`src/rtl/stopwatch_dp.sv`:
```
// Stopwatch datapath: time-base divider feeding cascaded centisecond/second/minute/hour counters.
// Optional lap snapshot display is built when STOPWATCH_LAP_EN is defined.
module stopwatch_dp #(
   parameter int CLK_FREQ_HZ = 100_000_000,
   parameter int TICK_HZ     = 100,
   parameter int HOUR_MOD    = 24
) (
   input  logic       clk,
   input  logic       reset,
   input  logic       i_runstop,
   input  logic       i_clear,
`ifdef STOPWATCH_LAP_EN
   input  logic       i_lap,
   output logic       o_lap_active,
`endif
   output logic [6:0] o_msec,
   output logic [5:0] o_sec,
   output logic [5:0] o_min,
   output logic [4:0] o_hour,
   output logic       o_tick
);

   localparam int DIV   = CLK_FREQ_HZ / TICK_HZ;
   localparam int DIV_W = $clog2(DIV);
   localparam logic [DIV_W-1:0] DIV_MAX  = DIV_W'(DIV - 1);
   localparam logic [6:0]       MSEC_MAX = 7'd99;
   localparam logic [6:0]       SEC_MAX  = 7'd59;
   localparam logic [6:0]       HOUR_MAX = 7'(HOUR_MOD - 1);

   // Modulo increment shared by every field; exact compare, so out-of-range values are never handled.
   function automatic logic [6:0] wrap_inc(input logic [6:0] val, input logic [6:0] max);
      return (val == max) ? 7'd0 : val + 7'd1;
   endfunction

   logic [DIV_W-1:0] div_cnt_p0;
   logic [6:0]       msec_p0;
   logic [5:0]       sec_p0;
   logic [5:0]       min_p0;
   logic [4:0]       hour_p0;
   logic             tick_p0;

   logic div_wrap;
   logic tick_en;
   logic msec_wrap;
   logic sec_wrap;
   logic min_wrap;

   assign div_wrap  = (div_cnt_p0 == DIV_MAX);
   assign tick_en   = i_runstop & ~i_clear & div_wrap;
   assign msec_wrap = ({1'b0, msec_p0} == {1'b0, MSEC_MAX});
   assign sec_wrap  = ({1'b0, sec_p0} == SEC_MAX);
   assign min_wrap  = ({1'b0, min_p0} == SEC_MAX);

   // Stage p0: divider and cascaded live counters, all carries resolved on the tick edge
   always @(posedge clk or posedge reset) begin
      if (reset) begin
         div_cnt_p0 <= '0;
         msec_p0    <= '0;
         sec_p0     <= '0;
         min_p0     <= '0;
         hour_p0    <= '0;
         tick_p0    <= 1'b0;
      end else if (i_clear) begin
         div_cnt_p0 <= '0;
         msec_p0    <= '0;
         sec_p0     <= '0;
         min_p0     <= '0;
         hour_p0    <= '0;
         tick_p0    <= 1'b0;
      end else begin
         tick_p0 <= tick_en;
         if (i_runstop)
            div_cnt_p0 <= div_wrap ? '0 : div_cnt_p0 + 1'b1;
         if (tick_en) begin
            msec_p0 <= wrap_inc(msec_p0, MSEC_MAX);
            if (msec_wrap) begin
               sec_p0 <= 6'(wrap_inc({1'b0, sec_p0}, SEC_MAX));
               if (sec_wrap) begin
                  min_p0 <= 6'(wrap_inc({1'b0, min_p0}, SEC_MAX));
                  if (min_wrap)
                     hour_p0 <= 5'(wrap_inc({2'b00, hour_p0}, HOUR_MAX));
               end
            end
         end
      end
   end

`ifdef STOPWATCH_LAP_EN
   logic       lap_active_p1;
   logic [6:0] snap_msec_p1;
   logic [5:0] snap_sec_p1;
   logic [5:0] snap_min_p1;
   logic [4:0] snap_hour_p1;

   // Stage p1: lap snapshot; nonblocking capture takes the pre-increment value on a tick edge
   always @(posedge clk or posedge reset) begin
      if (reset) begin
         lap_active_p1 <= 1'b0;
         snap_msec_p1  <= '0;
         snap_sec_p1   <= '0;
         snap_min_p1   <= '0;
         snap_hour_p1  <= '0;
      end else if (i_clear) begin
         lap_active_p1 <= 1'b0;
         snap_msec_p1  <= '0;
         snap_sec_p1   <= '0;
         snap_min_p1   <= '0;
         snap_hour_p1  <= '0;
      end else if (i_lap) begin
         if (!lap_active_p1) begin
            snap_msec_p1  <= msec_p0;
            snap_sec_p1   <= sec_p0;
            snap_min_p1   <= min_p0;
            snap_hour_p1  <= hour_p0;
            lap_active_p1 <= 1'b1;
         end else begin
            lap_active_p1 <= 1'b0;
         end
      end
   end

   assign o_msec       = lap_active_p1 ? snap_msec_p1 : msec_p0;
   assign o_sec        = lap_active_p1 ? snap_sec_p1  : sec_p0;
   assign o_min        = lap_active_p1 ? snap_min_p1  : min_p0;
   assign o_hour       = lap_active_p1 ? snap_hour_p1 : hour_p0;
   assign o_lap_active = lap_active_p1;
`else
   assign o_msec = msec_p0;
   assign o_sec  = sec_p0;
   assign o_min  = min_p0;
   assign o_hour = hour_p0;
`endif

   assign o_tick = tick_p0;

endmodule

```
`config.mk`:
```
export PLATFORM = sky130hd
export DESIGN_NAME = stopwatch_dp
export DESIGN_NICKNAME = d
export VERILOG_FILES = /design/src/rtl/stopwatch_dp.sv
export SDC_FILE = /design/constraint.sdc
export NUM_CORES = 1
export LEC_CHECK = 0
export ABC_AREA = 1
export CAP_MARGIN = 25
export CORE_MARGIN = 4
export CORE_UTILIZATION = 55
export CTS_CLUSTER_SIZE = 25
export DETAILED_ROUTE_END_ITERATION = 7
export GPL_TIMING_DRIVEN = 0
export PLACE_DENSITY_LB_ADDON = 0.3
export SLEW_MARGIN = 5
export SYNTH_ARGS = -nofsm -noshare
export SYNTH_HDL_FRONTEND = slang
export SYNTH_SLANG_ARGS = --single-unit
```
`constraint.sdc`:
```
create_clock -name clk -period 1.7 [get_ports clk]
set_input_delay 0.255 -clock clk [delete_from_list [all_inputs] [get_ports clk]]
set_output_delay 0.255 -clock clk [all_outputs]
set_load 0.1 [all_outputs]
```
==> run metrics, run 1 <==
antenna violations before repair=0; Register Area=1175 sq um; dominant cell type by area after synthesis=sky130_fd_sc_hd__dfrtp_1; unrepaired setup endpoints after global routing=true; kind of start point of the critical path=flip-flop; die area=6000 sq um; cts bufs inserted=5; proportion of synthesized flip-flops having asynchronous set or reset=100.0%; critical path peak fanout=10; Via density=5.446; overall global routing resource usage=20.31%; post-detail-place hpwl=4215 microns; drt pass-1 iters=4; largest clock skew in the final design=0.005367 ns; fraction of the cycle the final worst path needs=94.38%; number of sinks driven by the clock tree=45; CP arrival=1.83 ns; share of the synthesized area in the top cell type=42.43%; Synth Area per Inst=7.737 sq um; Clock Tree Root=sky130_fd_sc_hd__clkbuf_8; number of nets with antenna violations after routing=0; number of H-tree levels=2; Final Critical Period=1.604 ns; number of cells after detailed placement=426; core region area=4692 sq um; Total Wirelength=5866 microns; netlist area before placement=2654 sq um; n_diodes=0; clock insertion delay at the later pin of the skew report=0.30 ns; final-report max-slew violation count=0; number of rows in the core area=25; share of final-layout standard cells stronger than drive strength 1=28.98%; CP Capture Type=flip-flop; maximum number of pins on one net before global-route repair=26; Die Y-Extent=77.46 microns; leakage=1.379 nW; number of synthesized register bits=45; port buffer count=28; global-route wire length before repair=10,010 microns; Syn-to-layout area delta=25.60%; FF-to-FF path depth=11; initial standard-cell utilization of the core=56.56%; overflow left after global routing=0; number of different library cells in the post-synthesis netlist=29; Synth area leaders=sky130_fd_sc_hd__dfrtp_1 (42%), sky130_fd_sc_hd__nand2_1 (13%), sky130_fd_sc_hd__inv_1 (5.4%), sky130_fd_sc_hd__nand3_1 (4.7%), sky130_fd_sc_hd__o21ai_2 (4.3%); total DRC errors in the routed layout=0; vias in the first global route=2,193; clock-pin transition on the worst setup and hold timing paths=0.08 ns; Hold Crit Class=primary input to asynchronous set/reset pin; syn_nets=352; result of the run=completed; Max Cap Violations=0; non-filler instance count after layout=437; sequential area share after synthesis=42.43%; most common flop cell mapped by yosys=sky130_fd_sc_hd__dfrtp_1; number of warnings reported in the yosys synthesis log=0; maximum VDD drop=356.6 uV; Iter 0 DRT Violations=131; filler cell count in the final layout=365; critical path required time=1.93 ns; number of enable-type register cells in the synthesized netlist=0; average wire per standard cell=13.42 microns; worst max-slew margin expressed relative to the limit=61.89%; Ports=29; transition time of the tightest slew-check pin=0.5743 ns; layout net count=391; number of hold-slack violations in the final timing report=0; number of buffers on the longest clock path=2; clock tree from TritonCTS=done; most frequent cells after synthesis=sky130_fd_sc_hd__nand2_1 (91), sky130_fd_sc_hd__dfrtp_1 (45), sky130_fd_sc_hd__inv_1 (38), sky130_fd_sc_hd__nor2_1 (29), sky130_fd_sc_hd__nand3_1 (25); RD Place Congestion=0.9099; number of buffers inserted by hold repair at cts=0; Crit Path Class=flip-flop to flip-flop; Post-Synthesis Cells=343; maximum achievable frequency=623.3 MHz; count of final setup violators=0; count of vias placed by the detailed router=2,380; total power of the final layout=2.431 mW; total power divided by cell area=729.3 nW/um^2; area of the multi-input gates=1464 sq um; width of the die=77.46 microns; most used standard cell by instance count after synthesis=sky130_fd_sc_hd__nand2_1
-- critical path, stage by stage (launching register included) --
cell,delay [ns]
sky130_fd_sc_hd__dfrtp_4,0.51
sky130_fd_sc_hd__ha_4,0.18
sky130_fd_sc_hd__nand2_1,0.06
sky130_fd_sc_hd__nor3_1,0.04
sky130_fd_sc_hd__nand2_1,0.05
sky130_fd_sc_hd__inv_1,0.07
sky130_fd_sc_hd__nor2_4,0.16
sky130_fd_sc_hd__inv_4,0.09
sky130_fd_sc_hd__nand2_2,0.09
sky130_fd_sc_hd__buf_6,0.17
sky130_fd_sc_hd__nand2_2,0.07
sky130_fd_sc_hd__o21ai_2,0.05
-- kinds of logic (layout without fill, tap and decap cells) --
family	count (synthesis)	after routing	synth area share, %
DFF	45	45	42.43
adders and majority gates	5	5	2.357
and+or+nand+nor	184	184	31.49
buffers and inverters	46	86	7.308
AOI/OAI and AO/OA	48	48	11.46
xor gates and xnor gates	15	15	4.950
-- through the flow --
stage | hold slack, ns | instance area [sq um] | setup WS, ns | util [%] | setup TNS [ns]
finish | 0.2840 | 3333 | 0.09551 | 71.04 | 0
global route | 0.3259 | 3333 | -0.02166 | 71.04 | -0.05213
CTS | 0.3001 | 3248 | -0.002891 | 69.23 | -0.002891
detailed placement | 0.5131 | 3120 | -0.2842 | 66.51 | -10.94
global placement | 0.5075 | 3100 | -0.7985 | 66.08 | -37.93
floorplan | 0.4157 | 2753 | -0.03575 | - | -0.1999
-- sequential cells by signal, summed over array words and instances (netlist names) --
| signal | count |
|---|---|
| div_cnt_p0 | 20 |
| o_min | 6 |
| o_sec | 6 |
| o_hour | 5 |
| o_tick | 1 |
| o_msec | 7 |
-- power breakdown --
part	switching, mW	internal (mW)
Sequential	0.0654	1.13
Combinational	0.450	0.153
Clock	0.342	0.292
-- layout make-up --
cell class / instances / share of cell area, %
multi-input cells: 252 / 43.92
flip-flops and latches: 45 / 35.25
repair buffers: 32 / 10.51
inverters: 40 / 4.580
clock buffers: 8 / 2.402
well taps: 54 / 2.027
plain buffers: 6 / 1.314
-- path summary, 6_finish.rpt --
check,from,to,slack (ns)
hold reg to reg,o_hour[1],o_hour[1],0.53
setup reg to reg,o_msec[1],o_sec[0],0.1
min in group clk,i_clear,o_msec[2],0.53
max in group asynchronous,reset,o_min[1],0.91
hold / removal,reset,o_hour[0],0.28
setup / recovery,o_msec[1],o_sec[0],0.1
-- per-layer routing --
metal	vias to the layer above	global-route usage [%]	wire length, microns
met5	-	0	0
met4	0	6.228	82
met3	7	4.292	244
met2	46	33.94	2924
met1	1129	26.40	2615
li1	1198	-	-
-- what timing repair did --
item	4_1_cts	5_1_grt
pin swaps	1	2
gates resized for setup	78	19
endpoints found under the setup margin	47	40
buffers inserted	1	2
-- cells in the final DEF, fill, tap and decap left out, types with 5 or more instances in the layout --
| cell | instances |
|---|---|
| sky130_fd_sc_hd__o21ai_2 | 12 |
| sky130_fd_sc_hd__or2_2 | 5 |
| sky130_fd_sc_hd__nor2_2 | 5 |
| sky130_fd_sc_hd__nand3_1 | 23 |
| sky130_fd_sc_hd__nand2_2 | 7 |
| sky130_fd_sc_hd__clkdlybuf4s15_2 | 24 |
| sky130_fd_sc_hd__dfrtp_2 | 12 |
| sky130_fd_sc_hd__clkbuf_8 | 5 |
| sky130_fd_sc_hd__nor3_1 | 6 |
| sky130_fd_sc_hd__o21ai_0 | 22 |
| sky130_fd_sc_hd__xor2_1 | 11 |
| sky130_fd_sc_hd__dfrtp_4 | 9 |
| sky130_fd_sc_hd__nor2_4 | 5 |
| sky130_fd_sc_hd__nand2_1 | 87 |
| sky130_fd_sc_hd__a21oi_1 | 5 |
| sky130_fd_sc_hd__dfrtp_1 | 24 |
| sky130_fd_sc_hd__inv_1 | 35 |
| sky130_fd_sc_hd__nor2_1 | 22 |
| sky130_fd_sc_hd__nand4_1 | 13 |
| sky130_fd_sc_hd__o22ai_1 | 6 |
Note: power is estimated with default switching activity, not from simulation.
==> run 2: changes to the inputs <==
- CORE_UTILIZATION: 55 -> 50
==> run metrics, run 2 (synthesis gave the netlist of run 1 again) <==
number of cells after detailed placement=442 (+3.8%); Ports=29 (unchanged); kind of start point of the critical path=flip-flop; overflow left after global routing=0 (unchanged); met1 GRT Util=23.58% (-2.8 points); post-detail-place hpwl=4052 microns (-3.9%); Hold Crit Class=primary input to asynchronous set/reset pin; number of hold-slack violations in the final timing report=0 (unchanged); met2 usage=32.02% (-1.9 points); total power divided by cell area=783.9 nW/um^2 (+7.5%); layout net count=389 (-0.51%); Clock Tree Root=sky130_fd_sc_hd__clkbuf_8; most common library cell in the layout ignoring fill and taps=sky130_fd_sc_hd__nand2_1; vias in the first global route=2,249 (+2.6%); Iter 0 DRT Violations=120 (-8.4%); register name with the most flops=div_cnt_p0; number of buffers inserted by hold repair at cts=0 (unchanged); number of sinks driven by the clock tree=45 (unchanged); Crit Path Class=flip-flop to flip-flop; non-filler instance count after layout=451 (+3.2%); final-report max-slew violation count=0 (unchanged); clock-pin transition on the worst setup and hold timing paths=0.08 ns (about the same); leakage=1.383 nW (+0.31%); Max Cap Violations=0 (unchanged); number of H-tree levels=2 (unchanged); worst setup margin=0.06495 ns (-0.03056 ns); GR peak layer=met2; drt pass-1 iters=5 (+1); number of nets with antenna violations after routing=0 (unchanged); area of the multi-input gates=1426 sq um (-2.6%); Via density=5.180 (-4.9%); number of rows in the core area=26 (+4.0%); Die Y-Extent=80.86 microns (+4.4%); n_diodes=0 (unchanged); antenna violations before repair=0 (unchanged); total power of the final layout=2.619 mW (+7.7%); Final Critical Period=1.635 ns (+0.03056 ns); CP arrival=1.82 ns (about the same); transition time of the tightest slew-check pin=0.5533 ns (-0.02100 ns); CP Capture Type=flip-flop; unrepaired setup endpoints after global routing=true; maximum VDD drop=425.7 uV (+19%); Setup TNS Final=0 ns (unchanged); width of the die=80.86 microns (+4.4%); die area=6538 sq um (+9.0%); Largest register FFs=20 (unchanged); Syn-to-layout area delta=25.88%; Total Wirelength=5668 microns (-3.4%); Setup WS pre-CTS=-0.2673 ns (+0.01696 ns); RD Place Congestion=0.8568 (-5.8%); count of final setup violators=0 (unchanged); largest clock skew in the final design=0.01372 ns (+0.008353 ns); fraction of the cycle the final worst path needs=96.18% (+1.8 points); total cell area at the placement stage=3141 sq um (+0.64%); cts bufs inserted=5 (unchanged); area of all placed cells without fillers=3341 sq um (+0.23%); maximum achievable frequency=611.6 MHz (-1.9%); core region area=5140 sq um (+9.5%); met3 demand-to-capacity share in global routing=3.659% (-0.63 points); commonest non-fill, non-tap cells in the layout=sky130_fd_sc_hd__nand2_1 (88), sky130_fd_sc_hd__inv_1 (36), sky130_fd_sc_hd__clkdlybuf4s15_2 (25); average wire per standard cell=12.57 microns (-6.4%); filler cell count in the final layout=447 (+22%); overall global routing resource usage=18.77% (-1.5 points); worst max-slew margin expressed relative to the limit=63.29% (+1.4 points); critical path required time=1.88 ns (-0.05 ns); clock insertion delay at the later pin of the skew report=0.30 ns (about the same); result of the run=completed; maximum number of pins on one net before global-route repair=34 (+31%); clock tree from TritonCTS=done; critical path peak fanout=10 (unchanged); Hold Slack=0.2187 ns (-0.06531 ns); total DRC errors in the routed layout=0 (unchanged); global-route wire length before repair=9825 microns (-1.9%); share of final-layout standard cells stronger than drive strength 1=28.08% (-0.90 points); final core occ=65.00% (-6.0 points); port buffer count=28 (unchanged); count of vias placed by the detailed router=2,336 (-1.8%); number of buffers on the longest clock path=2 (unchanged); Register Area=1175 sq um (unchanged); slack of the worst reg-to-reg path=0.06 ns (-0.03 ns); initial standard-cell utilization of the core=51.63% (-4.9 points)
run 2: area by class of cell:
| class | instances | share of cell area, % |
|---|---|---|
| Sequential cell | 45 | 35.17 |
| Buffer | 6 | 1.311 |
| Clock inverter | 1 | 0.8989 |
| Timing Repair Buffer | 30 | 10.22 |
| Clock buffer | 7 | 2.584 |
| Multi-Input combinational cell | 252 | 42.70 |
| Inverter | 40 | 4.494 |
| Tap cell | 70 | 2.622 |
run 2: report_power, final:
group	switching, mW	internal [mW]
logic	0.441	0.147
registers	0.0628	1.13
clock network	0.360	0.480
total	0.864	1.75
run 2: worst max-delay path, cell delays in order (launching register included):
cell and delay, ns:
sky130_fd_sc_hd__dfrtp_1 0.40, sky130_fd_sc_hd__ha_2 0.24, sky130_fd_sc_hd__nand3_2 0.13, sky130_fd_sc_hd__nor2_2 0.15, sky130_fd_sc_hd__nand3_2 0.14, sky130_fd_sc_hd__nand2_4 0.12, sky130_fd_sc_hd__nand2_2 0.08, sky130_fd_sc_hd__buf_6 0.15
sky130_fd_sc_hd__nand2_1 0.07, sky130_fd_sc_hd__o21ai_2 0.05
run 2: path summary, 6_finish.rpt:
check | from | endpoint | depth (start not counted)
worst min-delay path | reset | div_cnt_p0[11] | 2
worst min register to register | o_min[5] | o_min[5] | 2
worst max-delay path | div_cnt_p0[1] | o_min[0] | 9
min in group clk | i_clear | o_msec[2] | 4
max in group asynchronous | reset | o_msec[0] | 3
worst max register to register | div_cnt_p0[1] | o_min[0] | 9
run 2: timing repair:
item | 4_1_cts | 5_1_grt
gates cloned | 0 | 0
buffers inserted | 1 | 0
setup endpoints to repair | 40 | 38
pin swaps | 0 | 1
gates resized for setup | 77 | 11
run 2: routing by layer:
metal  routed length [microns]  share of wire, %
met3                       208               3.7
met2                      2834                50
met1                      2564                45
met4                        60               1.1
met5                         0                 0
==> edit 1 (settings of run 1) <==
The option `STOPWATCH_LAP_EN` is turned on by a define.
--- a/src/rtl/stopwatch_dp.sv
+++ b/src/rtl/stopwatch_dp.sv
@@ -1,4 +1,6 @@
 // Stopwatch datapath: time-base divider feeding cascaded centisecond/second/minute/hour counters.
 // Optional lap snapshot display is built when STOPWATCH_LAP_EN is defined.
+`define STOPWATCH_LAP_EN
+
 module stopwatch_dp #(
    parameter int CLK_FREQ_HZ = 100_000_000,
Ports: changed (added i_lap and o_lap_active); port bits go from 29 to 31. No check against the original RTL was run, so the function may have changed too.
==> edit 1 against run 1 <==
Power up 61%; clock power up 88%; global-route usage up 4.9 points; setup slack worse by 0.16 ns; the run now ends with setup timing left; first-iteration DRC count up 92%; fmax down 9.0%; core utilization up 5.4 points; sequential share of layout area down 2.0 points; largest cell class unchanged; final area up 58%; critical endpoint is now o_msec[6]; area after synthesis up 50%; wire length up 82%; sequential cell count up 25; final cell count up 60%.
==> edit 1: results <==
set metrics [dict create \
    synth_fp_nets 550 \
    power_leakage_nw 2.453 \
    place_congestion 0.8831 \
    dr_total_vias 3946 \
    insertion_delay_ns 0.35 \
    yosys-top-cells-count "201 x nand2_1, 70 x dfrtp_1, 60 x nand3_1, 45 x inv_1, 36 x nor2_1" \
    cts-root-buf "clkbuf_8" \
    fin_cells 698 \
    ir_drop_mv 0.4424 \
    setup_ws_ns -0.06274 \
    max_slew_margin_pct 50.41 \
    antenna_found_initial 0 \
    synthDistinctLibCells 32 \
    fin_nets 607 \
    io_buffers 29 \
    htreeDepth 3 \
    place_ws_ns -0.8507 \
    setup_tns_ns -0.6198 \
    place_area_sq_um 4619 \
    drt_iter0_markers 252 \
    grt_usage_pct 25.22 \
    status "finished, violations left" \
    n_fill_cell 466 \
    grt_pass1_vias 3622 \
    rr_worst_depth 8 \
    drive_above_1_share_pct 23.42 \
    crit_fanout 8 \
    critPathArrivalTime_ns 1.51 \
    setup_viol 19 \
    avgRoutedWirePerCell_microns 15.25 \
    hold_class "input pin to async pin" \
    grt_max_degree 39 \
    violations "setup timing" \
    ys_seq_area_share_pct 44.12 \
    numCtsBuffers 9 \
    area_growth_pct 33.03 \
    grt_pass1_wl_microns 17380 \
    place_hpwl_microns 7033 \
    fin_skew_ns 0.007776 \
    drtPass1Iterations 5 \
    synthCells 540 \
    place_inst 666 \
    synth_top_cells_by_area "dfrtp_1 44%, nand2_1 19%, nand3_1 7.6%" \
]
-- edit 1: cell count changes after synthesis, sizes merged, moves of 7 or more --
cell	change
nand3	+33
nor2	+7
dfrtp	+25
clkbuf	+9
nand2	+109
-- edit 1: per-layer routing --
layer  GRT usage [%]  up-vias  wire [microns]
li1                -     1848               -
met1           34.81     1915            4590
met3           5.280       29             661
met5               0        -               0
met4           8.547        0             209
met2           39.47      154            5185
-- edit 1: cells by family after synthesis --
logic type / synth area share (%)
AOI/OAI and AO/OA: 8.352
xor gates and xnor gates: 3.530
adders and majority gates: 1.576
buffers and inverters: 7.406
DFF: 44.12
and+or+nand+nor: 35.01
-- edit 1: worst max-delay path: stages, from the launching register on --
cell and delay (ns):
dfrtp_4 0.56, clkbuf_16 0.20, o21ai_4 0.19, buf_12 0.20
-- edit 1: worst paths after layout --
path | from | to | slack, ns
setup / recovery | o_lap_active$_DFFE_PP0P_ | o_msec[6] | -0.06
setup reg to reg | div_cnt_p0[1]$_DFFE_PP0P_ | div_cnt_p0[16]$_DFFE_PP0P_ | 0.08
hold / removal | reset | snap_msec_p1[2]$_DFFE_PP0P_ | 0.37
max in group asynchronous | reset | o_lap_active$_DFFE_PP0P_ | 0.68
hold reg to reg | hour_p0[4]$_DFFE_PP0P_ | hour_p0[4]$_DFFE_PP0P_ | 0.49
min in group clk | i_clear | hour_p0[4]$_DFFE_PP0P_ | 0.37
-- edit 1: power by group --
group	switching [mW]	internal [mW]	leakage (nW)
logic	0.630	0.308	1.40
clock network	0.626	0.563	0.0861
registers	0.0655	1.72	0.962
-- edit 1: repair_timing --
action / CTS / global route
setup endpoints to repair: 65 / 57
pin swaps: 4 / 10
buffers inserted: 5 / 9
cloned: 2 / 0
hold buffers: 0 / 0
resized for setup: 232 / 25
-- edit 1: per-stage QoR --
step / hold slack (ns) / power [mW]
floorplan: 0.4245 / 2.397
global placement: 0.4575 / 2.561
detailed placement: 0.4648 / 2.584
CTS: 0.3395 / 3.886
global route: 0.3879 / 4.067
finish: 0.3725 / 3.915
-- edit 1: area by class of cell --
cell class | instances | share of cell area [%]
plain buffers | 20 | 3.388
clock buffers | 12 | 2.748
inverters | 48 | 3.506
repair buffers | 46 | 12.51
well taps | 96 | 2.274
clock inverters | 4 | 0.4264
flip-flops and latches | 70 | 33.29
multi-input cells | 402 | 41.86
==> edit 2 (flow settings as in run 1) <==
Made on the original files. Compare `div_cnt_p0` against `DIV_MAX` with >= in place of ==.
--- a/src/rtl/stopwatch_dp.sv
+++ b/src/rtl/stopwatch_dp.sv
@@ -46,5 +46,5 @@
    logic min_wrap;
 
-   assign div_wrap  = (div_cnt_p0 == DIV_MAX);
+   assign div_wrap  = (div_cnt_p0 >= DIV_MAX);
    assign tick_en   = i_runstop & ~i_clear & div_wrap;
    assign msec_wrap = ({1'b0, msec_p0} == {1'b0, MSEC_MAX});
Behaviour: same outputs for any inputs over 10 cycles, from zero or initial values and one cycle with reset high; that may be too few to reach the edited logic, so the function may still have changed.
==> edit 2 against run 1 <==
Sequential cell count unchanged; power up 0.76%; final area up 5.7%; synthesized cell count up 0.58%; critical path depth down 2; highest routed layer unchanged; wire length up 4.9%; critical endpoint is now o_sec[2]$_DFFE_PP0P_; setup slack worse by 0.093 ns; area after synthesis up 2.3%.
==> edit 2: results <==
set metrics [dict create \
    postCtsSetupBuffers 4 \
    gr-usage-met1_pct 26.37 \
    ys_seq_area_share_pct 41.49 \
    fin_area_sq_um 3523 \
    worstMarginPinSlew_ns 0.5520 \
    io_buffers 27 \
    place_area_sq_um 3188 \
    yosysWarningCount 0 \
    yosys-top-cells-count "81 x nand2_1, 45 x dfrtp_1, 37 x inv_1, 35 x nor2_1, 29 x nand3_1" \
    drt_iter0_markers 91 \
    n_fill_cell 350 \
    final-nonclk-buf-share_pct 15.16 \
    pg_comb_mw 0.610 \
    critPathTopFamily "simple AND/OR/NAND/NOR gates" \
    fin_nets 404 \
    synth_fp_nets 354 \
    synth_adder_area_share_pct 2.305 \
    use_met2_pct 33.13 \
    critPathArrivalTime_ns 1.92 \
    place_ws_ns -0.2518 \
    switchingPower_mw 0.8787 \
    ir_drop_mv 0.5078 \
    wl_microns 6154 \
    cts_resized 77 \
    synth_top_cells_by_area "dfrtp_1 41%, nand2_1 11%, xor2_1 6.1%" \
    place_hpwl_microns 4260 \
    grt_usage_pct 20.28 \
    num-nonclk-inverters 38 \
    synth_area_per_cell_sq_um 7.866 \
    dieArea_sq_um 6122 \
    wl_met2_microns 3093 \
    synth-xor-area-share_pct 6.455 \
    place_congestion 0.8547 \
    multi_input_cells 254 \
    grt_pass1_vias 2233 \
    status "complete, no violations" \
    wl_met1_microns 2767 \
    grtUsageMet3_pct 4.702 \
    routed-wl-met3_microns 221 \
    clk_share_pct 2.308 \
    multi_input_area_share_pct 42.65 \
    place_inst 440 \
    fin_cells 463 \
    seq_power_share_pct 48.8 \
    synth_compound_gate_area_share_pct 9.682 \
    dr_total_vias 2462 \
]
-- edit 2: cell types whose count changed after synthesis, sizes merged, moves of 2 or more --
cell,change
xor2,+8
o22ai,+3
nand4,-3
nor2,+6
or2,-3
inv,-2
xnor2,-3
o21ai,-12
nor3,+2
nand2,-3
nand3,+4
-- edit 2: final timing paths --
kind / to / slack [ns] / from / depth (start not counted)
max in group asynchronous: o_min[3]$_DFFE_PP0P_ / 0.92 / reset / 3
worst min register to register: o_hour[4]$_DFFE_PP0P_ / 0.52 / o_hour[4]$_DFFE_PP0P_ / 2
min in group clk: o_hour[4]$_DFFE_PP0P_ / 0.52 / o_hour[4]$_DFFE_PP0P_ / 2
worst max register to register: o_sec[2]$_DFFE_PP0P_ / 0.003 / o_msec[1]$_DFFE_PP0P_ / 9
worst min-delay path: o_msec[0]$_DFFE_PP0P_ / 0.28 / reset / 2
worst max-delay path: o_sec[2]$_DFFE_PP0P_ / 0.003 / o_msec[1]$_DFFE_PP0P_ / 9
